$ cat src/rtl/stream_arbiter.sv
// stream_arbiter: round-robin arbiter sharing one stb/ack stream sink between N_INPUTS producers,
// with a single-entry output register and optional burst locking of the grant.
module stream_arbiter #(
   parameter int N_INPUTS  = 4,
   parameter int WIDTH     = 16,
   parameter int SEL_W     = 2,
   parameter int BURST_LEN = 4
) (
   input  logic                      clk,
   input  logic                      rst,
   input  logic [N_INPUTS*WIDTH-1:0] in_data,
   input  logic [N_INPUTS-1:0]       in_stb,
   output logic [N_INPUTS-1:0]       in_ack,
   output logic [WIDTH-1:0]          out_data,
   output logic                      out_stb,
   input  logic                      out_ack,
   output logic [SEL_W-1:0]          grant_id,
   output logic                      busy
);
   localparam int CNT_W = $clog2(BURST_LEN + 1);

   typedef enum logic [1:0] {IDLE, ACCEPT, SEND} state_t;

   state_t                state, state_n;
   logic [N_INPUTS-1:0]   ack_n;
   logic [WIDTH-1:0]      data_n;
   logic                  stb_n;
   logic [SEL_W-1:0]      gid_n, last_ptr, ptr_n, sel;
   logic [CNT_W-1:0]      burst_cnt, cnt_n;
   logic [WIDTH-1:0]      words [N_INPUTS];

   for (genvar g = 0; g < N_INPUTS; g++) begin : g_words
      assign words[g] = in_data[g*WIDTH +: WIDTH];
   end

   // Descending scan so the lowest offset from last_ptr+1 wins.
   always_comb begin
      sel = '0;
      for (int i = N_INPUTS - 1; i >= 0; i--) begin
         if (in_stb[SEL_W'((int'(last_ptr) + 1 + i) % N_INPUTS)])
            sel = SEL_W'((int'(last_ptr) + 1 + i) % N_INPUTS);
      end
   end

   always_comb begin
      state_n = state;
      ack_n   = in_ack;
      data_n  = out_data;
      stb_n   = out_stb;
      gid_n   = grant_id;
      ptr_n   = last_ptr;
      cnt_n   = burst_cnt;
      case (state)
         IDLE: if (|in_stb) begin
            gid_n   = sel;
            ack_n   = N_INPUTS'(1) << sel;
            state_n = ACCEPT;
         end
         ACCEPT: if (in_stb[grant_id] && in_ack[grant_id]) begin
            data_n  = words[grant_id];
            ack_n   = '0;
            stb_n   = 1'b1;
            cnt_n   = burst_cnt + CNT_W'(1);
            state_n = SEND;
         end
         SEND: if (out_ack) begin
            stb_n = 1'b0;
            if (burst_cnt < CNT_W'(BURST_LEN) && in_stb[grant_id]) begin
               ack_n   = N_INPUTS'(1) << grant_id;
               state_n = ACCEPT;
            end else begin
               ptr_n   = grant_id;
               cnt_n   = '0;
               state_n = IDLE;
            end
         end
         default: state_n = IDLE;
      endcase
   end

   always_ff @(posedge clk) begin
      if (rst) begin
         state     <= IDLE;
         in_ack    <= '0;
         out_data  <= '0;
         out_stb   <= 1'b0;
         grant_id  <= '0;
         last_ptr  <= SEL_W'(N_INPUTS - 1);
         burst_cnt <= '0;
      end else begin
         state     <= state_n;
         in_ack    <= ack_n;
         out_data  <= data_n;
         out_stb   <= stb_n;
         grant_id  <= gid_n;
         last_ptr  <= ptr_n;
         burst_cnt <= cnt_n;
      end
   end

   assign busy = state != IDLE;
endmodule

$ cat config.mk
export PLATFORM = sky130hd
export DESIGN_NAME = stream_arbiter
export DESIGN_NICKNAME = d
export VERILOG_FILES = /design/src/rtl/stream_arbiter.sv
export SDC_FILE = /design/constraint.sdc
export NUM_CORES = 1
export LEC_CHECK = 0
export ABC_AREA = 1
export CAP_MARGIN = 0
export CORE_ASPECT_RATIO = 1.25
export CORE_UTILIZATION = 39
export DETAILED_ROUTE_END_ITERATION = 7
export HOLD_SLACK_MARGIN = 0.08
export PLACE_DENSITY_LB_ADDON = 0.15
export SETUP_SLACK_MARGIN = 0.05
export SYNTH_ARGS = -nofsm -noshare
export SYNTH_HDL_FRONTEND = slang
export SYNTH_SLANG_ARGS = --single-unit
export TNS_END_PERCENT = 10
$ cat constraint.sdc
create_clock -name clk -period 2.8 [get_ports clk]
set_input_delay 0.56 -clock clk [delete_from_list [all_inputs] [get_ports clk]]
set_output_delay 0.56 -clock clk [all_outputs]
set_load 0.02 [all_outputs]
==> reports/qor.txt <==
Cell Area, Synth -> 1930 sq um
Avg Cell Area, Syn -> 6.00 sq um
Post-synthesis register bit count -> 30
H-tree depth -> 2
Syn Nets -> 394
Final core occ -> 0.630
Residual DRC -> 0
Top Ports -> 95
Worst vdd ir -> 0.264 mV
Most common cell after layout, fill and taps aside -> nand2_1
Initial core utilization -> 0.406
Die Span Y -> 80.7 um
CP Data Arrival Time -> 1.57 ns
Pwr per Cell Area -> 489 nW/um^2
Outcome -> completed
Crit Path Max Fanout -> 11
Max incr delay on CP -> 0.70 ns
Buffer and inverter count on the worst path -> 1
WL/cell -> 12.4 um
WS Path Type -> flop to output pin
Total Nets Final -> 482
Crit path time final -> 2.13 ns
Crit-path slowest cell -> clkdlybuf4s50_1
Die X-Extent -> 65.0 um
Register Area -> 601 sq um
Placement Cell Area -> 2890 sq um
Clk root buf -> clkbuf_8
CTS tree -> built
Post-CTS Setup Inserts -> 0
Final hold viol count -> 0
TritonCTS Sinks -> 30
Fillers -> 492
Final wirelength -> 5860 um
MaxCap Viol Count -> 0
Initial antenna violation count -> 0
Largest net degree at the start of global routing -> 31
Crit share post-route -> 0.759
CP required -> 2.24 ns
Worst Skew -> 0.00203 ns
Register area share after synthesis -> 0.311
Vias in the first global route -> 2,389
CTS-repair resized insts -> 0
Placer Congestion -> 0.904
Maximum number of buffers from clock root to sink -> 2
Worst Setup End Kind -> output pin
Buffers added on ports -> 94
Initial DRC count -> 79
Most frequent cells in the layout -> nand2_1 (101), clkdlybuf4s50_1 (94), nor2_1 (40)
Avg Vias per Cell -> 5.04
Hold buffer count at cts -> 0
Final count of negative-setup-slack endpoints -> 0
Post-synthesis instance total -> 322
HP Class -> flop to flop
YS warnings -> 0
Rel. slew slack -> 0.696
Final antenna-violating net count -> 0
P_leak -> 1.23 nW
CP top delay family -> buffers and inverters
Finished layout cell area -> 3000 sq um
ANT cells -> 0
Vias -> 2,375
Total power -> 1.47 mW
RSZ-0062 raised after global routing -> no
Die footprint -> 5240 sq um
Gr ovfl total -> 0
Core footprint -> 4760 sq um
Total Neg Setup Slack -> 0 ns
Initial DRT Pass Iterations -> 4
DPL Wire Length -> 4530 um
TritonCTS buffer count -> 5
Rows -> 28
Worst-path clk slew -> 0.06 ns
Critical path cell sequence -> clkdlybuf4s50_1
Worst skew pair latency -> 0.28 ns
Worst-Margin Slew -> 0.455 ns
Critical path startpoint category -> flop
Share of cells above drive strength 1 -> 0.0681
Achievable Freq -> 470 MHz
Area grow syn2layout -> 55.3%
DP Worst Slack -> 0.616 ns
First-pass GRT wire length -> 10,100 um
Netlist cell types -> 26
Setup ws final -> 0.674 ns
Multi-input gate area -> 1150 sq um
Slew Viols, Final -> 0
Global Route Usage Sum -> 0.249
worst paths after layout:
| kind | startpoint | end | slack, ns | cells past startpoint |
|---|---|---|---|---|
| worst min register to register | burst_cnt[2] | burst_cnt[2] | 0.46 | 1 |
| worst max register to register | grant_id[0] | burst_cnt[1] | 0.92 | 11 |
| worst min-delay path | burst_cnt[2] | burst_cnt[2] | 0.46 | 1 |
| worst max-delay path | grant_id[0] | grant_id[0] | 0.67 | 1 |
cells in the mapped netlist (all sizes together):
cell type	n	area, sq um
o22ai	16	100
o21ai	43	226
buf	8	57.6
nand2	102	385
a21oi	26	130
nand4	1	6.26
nor2	43	174
a31oi	2	12.5
inv	22	85.1
clkbuf	10	37.5
ha	1	12.5
clkinv	1	5.00
dfxtp	30	601
nand3	15	85.1
o211ai	2	15.0
logic make-up after synthesis:
kind of cell,after synthesis,share of synthesized area
compound gates,89,0.250
simple gates,161,0.337
flops,30,0.311
buf+inv,41,0.0958
fa+ha+maj,1,0.00647
power by group:
| part | leakage, nW | total (mW) | switching, mW | internal (mW) |
|---|---|---|---|---|
| registers | 0.243 | 0.496 | 0.0361 | 0.460 |
| clock network | 0.0575 | 0.411 | 0.163 | 0.248 |
| logic | 0.929 | 0.560 | 0.305 | 0.255 |
cell type report:
type                    count  area share
multi-input cells         251       0.382
clock buffers               8      0.0367
inverters                  23      0.0300
well taps                  60      0.0250
flip-flops and latches     30       0.200
repair buffers             99       0.326
sequential cells by signal (all words and copies together) (netlist names):
register and cells:
in_ack 4, burst_cnt 3, out_data 16, grant_id 2, out_stb 1, last_ptr 2, state 2
through the flow:
| step | hold WS [ns] | std cells |
|---|---|---|
| global placement | 0.424 | 463 |
| finish | 0.457 | 471 |
| global route | 0.460 | 471 |
| detailed placement | 0.444 | 463 |
| CTS | 0.448 | 471 |
| floorplan | 0.412 | 322 |
routing by layer:
metal | up-vias | global-route usage | part of all wire
li1 | 1236 | - | -
met1 | 1039 | 0.249 | 0.40
met2 | 87 | 0.456 | 0.50
met3 | 13 | 0.0938 | 0.078
met4 | 0 | 0.102 | 0.025
met5 | - | 0 | 0
No activity file was read; power rests on OpenSTA's default activity.
